## config.mk

```make
export PLATFORM = sky130hd
export DESIGN_NAME = vid_pattern_gen
export DESIGN_NICKNAME = d
export VERILOG_FILES = /design/src/rtl/vid_pattern_gen.sv
export SDC_FILE = /design/constraint.sdc
export NUM_CORES = 1
export LEC_CHECK = 0
export ABC_AREA = 1
export CELL_PAD_IN_SITES_DETAIL_PLACEMENT = 1
export CELL_PAD_IN_SITES_GLOBAL_PLACEMENT = 2
export CORE_MARGIN = 2
export CORE_UTILIZATION = 26
export CTS_BUF_LIST = sky130_fd_sc_hd__clkbuf_16
export DETAILED_ROUTE_END_ITERATION = 10
export DONT_BUFFER_PORTS = 1
export PLACE_DENSITY_LB_ADDON = 0.1
export SYNTH_ARGS = -nofsm -noshare
export SYNTH_HDL_FRONTEND = slang
export SYNTH_SLANG_ARGS = --single-unit
export TNS_END_PERCENT = 10
```

## constraint.sdc

```tcl
create_clock -name clk -period 3.72 [get_ports clk]
set_input_delay 0.186 -clock clk [delete_from_list [all_inputs] [get_ports clk]]
set_output_delay 0.186 -clock clk [all_outputs]
set_load 0.01 [all_outputs]
```

## src/rtl/vid_pattern_gen.sv

```systemverilog
// Video timing and test-pattern generator: raster counters with start/stop
// frame control, followed by one registered decode stage for sync/DE/pixel.
module vid_pattern_gen #(
  parameter logic [11:0] IMG_HDISP    = 12'd1280,
  parameter logic [11:0] IMG_VDISP    = 12'd720,
  parameter logic [11:0] H_TOTAL      = 12'd1650,
  parameter logic [11:0] V_TOTAL      = 12'd750,
  parameter logic [11:0] V_SYNC_START = 12'd725,
  parameter logic [11:0] V_SYNC_LEN   = 12'd5
) (
  input  logic        clk,
  input  logic        rst_n,
  input  logic        en,
  input  logic [1:0]  mode,
  output logic        post_vs,
  output logic        post_de,
  output logic [23:0] post_data,
  output logic        frame_done
);

  localparam logic [11:0] H_LAST = H_TOTAL - 12'd1;
  localparam logic [11:0] V_LAST = V_TOTAL - 12'd1;
  localparam logic [12:0] VS_END = {1'b0, V_SYNC_START} + {1'b0, V_SYNC_LEN};

  typedef enum logic {S_IDLE = 1'b0, S_RUN = 1'b1} state_e;

  typedef struct packed {
    logic        vs;
    logic        de;
    logic [23:0] data;
    logic        done;
  } pix_t;

  state_e      state_q, state_d;
  logic [11:0] hcnt_q, hcnt_d;
  logic [11:0] vcnt_q, vcnt_d;
  logic [7:0]  fcnt_q, fcnt_d;
  logic [1:0]  mode_q, mode_d;
  pix_t        pix_q, pix_d;

  logic        h_last, frame_end;

  assign h_last    = (hcnt_q == H_LAST);
  assign frame_end = h_last && (vcnt_q == V_LAST);

  // Mode is captured on every edge that moves the raster onto (0,0), so a
  // whole frame is always drawn with a single pattern.
  always_comb begin
    state_d = state_q;
    hcnt_d  = hcnt_q;
    vcnt_d  = vcnt_q;
    fcnt_d  = fcnt_q;
    mode_d  = mode_q;
    case (state_q)
      S_IDLE: begin
        hcnt_d = '0;
        vcnt_d = '0;
        fcnt_d = '0;
        if (en) begin
          state_d = S_RUN;
          mode_d  = mode;
        end
      end
      S_RUN: begin
        if (frame_end) begin
          hcnt_d = '0;
          vcnt_d = '0;
          fcnt_d = fcnt_q + 8'd1;
          mode_d = mode;
          if (!en) state_d = S_IDLE;
        end else if (h_last) begin
          hcnt_d = '0;
          vcnt_d = vcnt_q + 12'd1;
        end else begin
          hcnt_d = hcnt_q + 12'd1;
        end
      end
      default: state_d = S_IDLE;
    endcase
  end

  function automatic logic [23:0] bar_colour(input logic [2:0] b);
    case (b)
      3'd0:    return 24'hFFFFFF;
      3'd1:    return 24'hFFFF00;
      3'd2:    return 24'h00FFFF;
      3'd3:    return 24'h00FF00;
      3'd4:    return 24'hFF00FF;
      3'd5:    return 24'hFF0000;
      3'd6:    return 24'h0000FF;
      default: return 24'h000000;
    endcase
  endfunction

  logic [14:0] hx8;
  logic [2:0]  bar_idx;
  logic        active, vs_hit;
  logic [23:0] pattern;

  // Bar index floor(hcnt*8/IMG_HDISP) as a count of crossed thresholds
  // k*IMG_HDISP; thresholds are constants, so this is seven comparators.
  always_comb begin
    hx8     = {hcnt_q, 3'b000};
    bar_idx = '0;
    for (int k = 1; k < 8; k++) begin
      if (hx8 >= 15'(k) * {3'b000, IMG_HDISP}) bar_idx = bar_idx + 3'd1;
    end
    active = (hcnt_q < IMG_HDISP) && (vcnt_q < IMG_VDISP);
    vs_hit = ({1'b0, vcnt_q} >= {1'b0, V_SYNC_START}) && ({1'b0, vcnt_q} < VS_END);
    case (mode_q)
      2'b00:   pattern = 24'h808080;
      2'b01:   pattern = bar_colour(bar_idx);
      2'b10:   pattern = {hcnt_q[7:0], vcnt_q[7:0], fcnt_q};
      default: pattern = (hcnt_q[5] ^ vcnt_q[5]) ? 24'h000000 : 24'hFFFFFF;
    endcase
    pix_d = '0;
    if (state_q == S_RUN) begin
      pix_d.vs   = vs_hit;
      pix_d.de   = active;
      pix_d.done = frame_end;
      pix_d.data = active ? pattern : 24'h0;
    end
  end

  always_ff @(posedge clk or negedge rst_n) begin
    if (!rst_n) begin
      state_q <= S_IDLE;
      hcnt_q  <= '0;
      vcnt_q  <= '0;
      fcnt_q  <= '0;
      mode_q  <= '0;
      pix_q   <= '0;
    end else begin
      state_q <= state_d;
      hcnt_q  <= hcnt_d;
      vcnt_q  <= vcnt_d;
      fcnt_q  <= fcnt_d;
      mode_q  <= mode_d;
      pix_q   <= pix_d;
    end
  end

  assign post_vs    = pix_q.vs;
  assign post_de    = pix_q.de;
  assign post_data  = pix_q.data;
  assign frame_done = pix_q.done;

endmodule

```

# Yosys cells after proc, flatten, opt, wreduce, memory -nomap -nowiden
# Index checks and enable logic that the tools add are counted.
# word_totals
register_bits	62
inputBits	5
output_inout_bits	27
word_cells	76
# classes
addsub	9
order_cmp	11
n_eq_ne	13
muxes	26
bitwise_logic	2
reduce_logical	6
# op_table
op	count
$pmux 24 s7	1
$pmux 24 s3	1
$mux 12	4
$mux 24	2
$pmux 12 s2	2
$ge 15x13->1 const B	3
$ge 15x12->1 const B	2
$mux 27	1
$add 12x1->12 const B	2
$lt 12x10->1 const B	2
$add 3x1->3 const B	6
$mux 3	6
$pmux 8 s2	1
$ge 15x11->1 const B	1
$ge 15x14->1 const B	1
$eq 12x10->1 const B	1
$eq 12x11->1 const B	1
$ge 12x10->1 const B	1
$lt 12x11->1 const B	1
$eq 3x3->1 const B	3
$add 8x1->8 const B	1
$mux 8	1
$eq 3x2->1 const B	2
$mux 2	2
other kinds (15)	19

# Longest topological paths before layout
# logic_depth
depth_word	19
mapped_depth	27
mapped_depth_nobuf	27

# Worst setup path before layout
# Ideal clock, no wire load.
# synth_timing
kind	register to register
from	register hcnt_q[11]
to	register pix_q, in the netlist post_data[12]
setup_ps	129
arrival_time_ps	3484
required_time_ps	3591
path_slack_ps	106
stages_incl_launch_ff	28
path_buffers	0
period_less_slack_ps	3614
cell_sequence	dfrtp_1 inv_2 nand2_4 nor2_4 o21ai_0 inv_1 ha_1 inv_1 nand2_2 nand2_1 ha_1 or2_1 nand2_1 inv_1 ha_1 nand2_1 nand2_2 ha_1 nand2_1 nand2_2 ha_1 nand2_1 xnor2_1 inv_1 nand3_1 nand2_1 nand2_2 a21oi_1
# synth_rtl
element	line	source
start, declared	35	logic [11:0] hcnt_q, hcnt_d;
start signal, assigned	135	hcnt_q <= hcnt_d;
end signal, assigned	139	pix_q <= pix_d;
end, declared	39	pix_t pix_q, pix_d;

==> impl_results.html <==
<table>
<tr><th>Metric</th><th>Value</th></tr>
<tr><th colspan="2">Die</th></tr>
<tr><td>Initial Util</td><td>a little over a quarter</td></tr>
<tr><td>Number of rows in the core area</td><td>42</td></tr>
<tr><td>Number of ports placed on the die boundary</td><td>32</td></tr>
<tr><td>Die area</td><td>~15000 sq um</td></tr>
<tr><td>Core area</td><td>approximately 13000 sq um</td></tr>
<tr><td>Horizontal die dimension</td><td>approximately 120 um</td></tr>
<tr><td>Die outline height</td><td>between 100 and 150 um</td></tr>
<tr><th colspan="2">STA</th></tr>
<tr><td>Final period util</td><td>between 90 and 100%</td></tr>
<tr><td>Measured slew at the worst slew-check pin</td><td>0.742 ns</td></tr>
<tr><td>Final setup margin</td><td>around 0.21 ns</td></tr>
<tr><td>Timing-limited maximum frequency</td><td>approximately 280 MHz</td></tr>
<tr><td>Worst slew slack as a fraction of its limit</td><td>about half</td></tr>
<tr><td>Number of setup violations in the final report</td><td>0</td></tr>
<tr><td>Final hold violations</td><td>0</td></tr>
<tr><td>Min Tclk post-route</td><td>3.51 ns</td></tr>
<tr><td>Worst setup skew after layout</td><td>around 0.0072 ns</td></tr>
<tr><td>Pins Over Slew Limit</td><td>0</td></tr>
<tr><th colspan="2">Logic synthesis</th></tr>
<tr><td>Synthesized cell area</td><td>approximately 3600 sq um</td></tr>
<tr><td>Largest family of logic cells by synthesized area</td><td>simple AND/OR/NAND/NOR gates</td></tr>
<tr><td>Complex-gate fraction of the synthesized area</td><td>between 15 and 20%</td></tr>
<tr><td>Register bit total from synthesis</td><td>62</td></tr>
<tr><td>Post-synthesis cell count</td><td>about 420</td></tr>
<tr><td>Average instance area after synthesis</td><td>roughly 8.4 sq um</td></tr>
<tr><td>Share of the synthesized netlist area taken by xor and xnor gates</td><td>under 10%</td></tr>
<tr><td>Multiplexer area fraction after synthesis</td><td>0%</td></tr>
<tr><td>Post-synthesis adder-cell area fraction</td><td>roughly 4.5%</td></tr>
<tr><td>Number of distinct standard cells referenced by the synthesized netlist</td><td>38</td></tr>
<tr><td>Post-synthesis simple-gate area fraction</td><td>between 20% and 30%</td></tr>
<tr><td>Post-synth net total</td><td>approximately 440</td></tr>
<tr><td>Number of warnings printed during yosys synthesis</td><td>0</td></tr>
<tr><td>Sequential cell area fraction in the yosys report</td><td>43.3%</td></tr>
<tr><th colspan="2">Clocking</th></tr>
<tr><td>Max H-tree Level</td><td>3</td></tr>
<tr><td>Max Root-Sink Buffers</td><td>2</td></tr>
<tr><td>Clock-pin slew on the worst setup and hold paths</td><td>0.06 ns</td></tr>
<tr><td>TritonCTS clock tree</td><td>yes</td></tr>
<tr><td>CTS buffer count</td><td>9</td></tr>
<tr><td>Worst-skew pair later-pin latency</td><td>0.34 ns</td></tr>
<tr><td>Root buffer cell</td><td>clkbuf_16</td></tr>
<tr><td>Number of clock sinks</td><td>62</td></tr>
<tr><th colspan="2">Setup path</th></tr>
<tr><td>Largest stage delay on the critical path</td><td>0.39 ns</td></tr>
<tr><td>Critical Setup Path Class</td><td>register to register</td></tr>
<tr><td>Most prevalent standard cell on the critical path</td><td>nand2_2</td></tr>
<tr><td>WP data required</td><td>slightly below 4 ns</td></tr>
<tr><td>Data arrival time of the critical path</td><td>between 3 and 4 ns</td></tr>
<tr><td>Worst-path cell with the longest stage delay</td><td>dfrtp_1</td></tr>
<tr><td>Crit path capture type</td><td>register</td></tr>
<tr><td>Worst Setup Start Kind</td><td>register</td></tr>
<tr><td>Critical path fanouts, max</td><td>7</td></tr>
<tr><th colspan="2">Cells and area</th></tr>
<tr><td>Commonest non-fill, non-tap cells in the layout</td><td>dfrtp_1, nand2_1, inv_1, o21ai_0, a21oi_1</td></tr>
<tr><td>Number of nets in the layout</td><td>around 470</td></tr>
<tr><td>Final design instance area without fill</td><td>between 4000 and 5000 sq um</td></tr>
<tr><td>Leading cell type in the layout, fill and taps excluded</td><td>dfrtp_1</td></tr>
<tr><td>Area Growth Syn to Fin</td><td>25.2%</td></tr>
<tr><td>Share of layout cells above drive strength 1</td><td>28.9%</td></tr>
<tr><td>Total inserted antenna cells</td><td>0</td></tr>
<tr><th colspan="2">Placement</th></tr>
<tr><td>Dpl cell area</td><td>around 3900 sq um</td></tr>
<tr><td>Hpwl dp</td><td>a little under 8000 um</td></tr>
<tr><td>Setup WS pre-CTS</td><td>-0.0107 ns</td></tr>
<tr><td>Count of port buffers added during placement</td><td>0</td></tr>
<tr><td>Final GP Congestion</td><td>around 0.72</td></tr>
<tr><th colspan="2">Drt</th></tr>
<tr><td>Wire length per cell after detailed routing</td><td>between 15 and 20 um</td></tr>
<tr><td>Number of DRC violations after detailed routing</td><td>0</td></tr>
<tr><td>Initial DRT Pass Iterations</td><td>4</td></tr>
<tr><td>Sum of routed wire length over all layers</td><td>about 11000 um</td></tr>
<tr><td>Post-detailed-route count of antenna-violating nets</td><td>0</td></tr>
<tr><td>Starting DRC count in detailed routing</td><td>about 170</td></tr>
<tr><td>Mean number of vias per cell</td><td>roughly 4.7</td></tr>
<tr><td>Vias after detailed routing</td><td>slightly below 3k</td></tr>
<tr><th colspan="2">Power</th></tr>
<tr><td>PwrDens</td><td>379 nW/um^2</td></tr>
<tr><td>Lkg Pwr</td><td>a little over 2 nW</td></tr>
<tr><td>Total power</td><td>between 0.0015 and 0.002 W</td></tr>
<tr><td>Highest ir drop seen on vdd</td><td>approximately 0.00027 V</td></tr>
<tr><th colspan="2">Status</th></tr>
<tr><td>Outcome</td><td>finished clean</td></tr>
<tr><th colspan="2">Global routing</th></tr>
<tr><td>Largest net degree at the start of global routing</td><td>between 60 and 70</td></tr>
<tr><td>Total global-route track usage</td><td>between 10% and 20%</td></tr>
<tr><td>Via count of the first global-routing pass</td><td>3194</td></tr>
<tr><td>Total gr overflow</td><td>0</td></tr>
<tr><td>First-pass GRT wire length</td><td>between 15000 and 20000 um</td></tr>
<tr><td>Initial antenna violation count</td><td>0</td></tr>
<tr><th colspan="2">Min path</th></tr>
<tr><td>Class of the tightest hold or removal check</td><td>input port to asynchronous set/reset pin</td></tr>
<tr><th colspan="2">Job</th></tr>
<tr><td>Total of max-cap violations</td><td>0</td></tr>
</table>
==> worst paths after layout <==
kind                            startpoint       endpoint  slack (ns)  cells after the start
worst min-delay path                 rst_n  post_data[15]        0.38                      2
max in group asynchronous            rst_n      hcnt_q[6]        3.04                      2
worst min register to register   fcnt_q[7]      fcnt_q[7]        0.50                      2
worst max-delay path            hcnt_q[10]   post_data[9]        0.21                     27
worst max register to register  hcnt_q[10]   post_data[9]        0.21                     27
min in group clk                 fcnt_q[7]      fcnt_q[7]        0.50                      2
==> kinds of logic (layout without fill, tap and decap cells) <==
family | after synthesis | after routing
DFF | 62 | 62
and+or+nand+nor | 172 | 172
xor gates and xnor gates | 6 | 6
AOI/OAI and AO/OA | 97 | 97
buffers and inverters | 74 | 111
adders and majority gates | 13 | 13
==> timing repair <==
action | in CTS | in global routing
endpoints found under the hold margin | 65 | 0
endpoints found under the setup margin | 7 | 16
pin swaps | 0 | 17
gates resized for setup | 3 | 38
buffers inserted | 0 | 5
hold buffers | 5 | 0
==> synth_stat cells <==
library cell | instances | area share (%)
inv_4 | 1 | 0.17
nor2_2 | 4 | 0.70
buf_6 | 1 | 0.31
nor2_4 | 3 | 0.94
nand2_2 | 12 | 2.1
nand2_4 | 4 | 1.3
buf_2 | 2 | 0.28
nand3_4 | 3 | 1.5
nor3_1 | 17 | 2.4
a311oi_1 | 1 | 0.24
dfrtp_1 | 62 | 43
clkinv_1 | 2 | 0.21
a21oi_2 | 15 | 3.7
clkbuf_1 | 5 | 0.52
xor2_1 | 5 | 1.2
nor3_2 | 4 | 1.1
a21oi_1 | 31 | 4.3
nor2_1 | 26 | 2.7
o21ai_0 | 37 | 5.2
nor4_1 | 2 | 0.35
nor3_4 | 1 | 0.45
nand3_2 | 8 | 2.2
inv_2 | 7 | 0.73
o21ai_2 | 1 | 0.24
nand4_1 | 5 | 0.87
o31ai_1 | 1 | 0.21
a31oi_1 | 1 | 0.17
a211oi_1 | 5 | 1.0
nand2_1 | 60 | 6.3
o22ai_1 | 3 | 0.52
xnor2_1 | 1 | 0.24
or2_1 | 1 | 0.17
nor4_4 | 1 | 0.59
ha_1 | 13 | 4.5
and3_1 | 1 | 0.17
o21ai_1 | 2 | 0.28
inv_1 | 56 | 5.9
nand3_1 | 20 | 2.8
==> area by class of cell <==
class | count | area, sq um
repair buffers | 29 | 248
clock inverters | 7 | 90.1
multi-input cells | 288 | 1900
fillers | 1607 | 8860
clock buffers | 9 | 225
well taps | 176 | 220
inverters | 66 | 253
flip-flops and latches | 62 | 1550
==> per-stage QoR <==
step / util, % / setup TNS (ns) / hold WS, ns / cells
floorplan: - / 0 / -0.110 / 424
global placement: 29.2 / 0 / -0.106 / 611
detailed placement: 29.2 / -0.0130 / -0.106 / 611
CTS: 32.2 / 0 / 0.400 / 632
global route: 33.6 / -0.0198 / 0.409 / 637
finish: 33.6 / 0 / 0.380 / 637
==> flip-flops by register name, indices dropped and copies added, names as in the netlist <==
name        count
state_q         1
post_de         1
frame_done      1
mode_q          2
vcnt_q         12
post_data      24
post_vs         1
hcnt_q         12
fcnt_q          8
==> critical path, delay by kind of cell (launching register included) <==
kind,cells,cell delay (ns)
and+or+nand+nor,15,1.31
DFF,1,0.39
buffers and inverters,5,0.29
AOI/OAI and AO/OA,1,0.19
xor gates and xnor gates,1,0.15
adders and majority gates,5,1.08
==> metal layers <==
layer	wire [um]	vias up	track usage, %
met5	0	-	0
met4	116	0	4.38
met3	519	10	5.31
met2	4930	45	24.0
met1	5150	1450	20.4
li1	-	1460	-
==> where the power goes <==
group	leakage, nW	internal, W	switching (W)
clock network	0.158	0.000583	0.000326
logic	1.08	0.0000226	0.0000442
registers	0.797	0.000697	0.0000287
total	2.04	0.00130	0.000398
No activity file was read; power rests on OpenSTA's default activity.
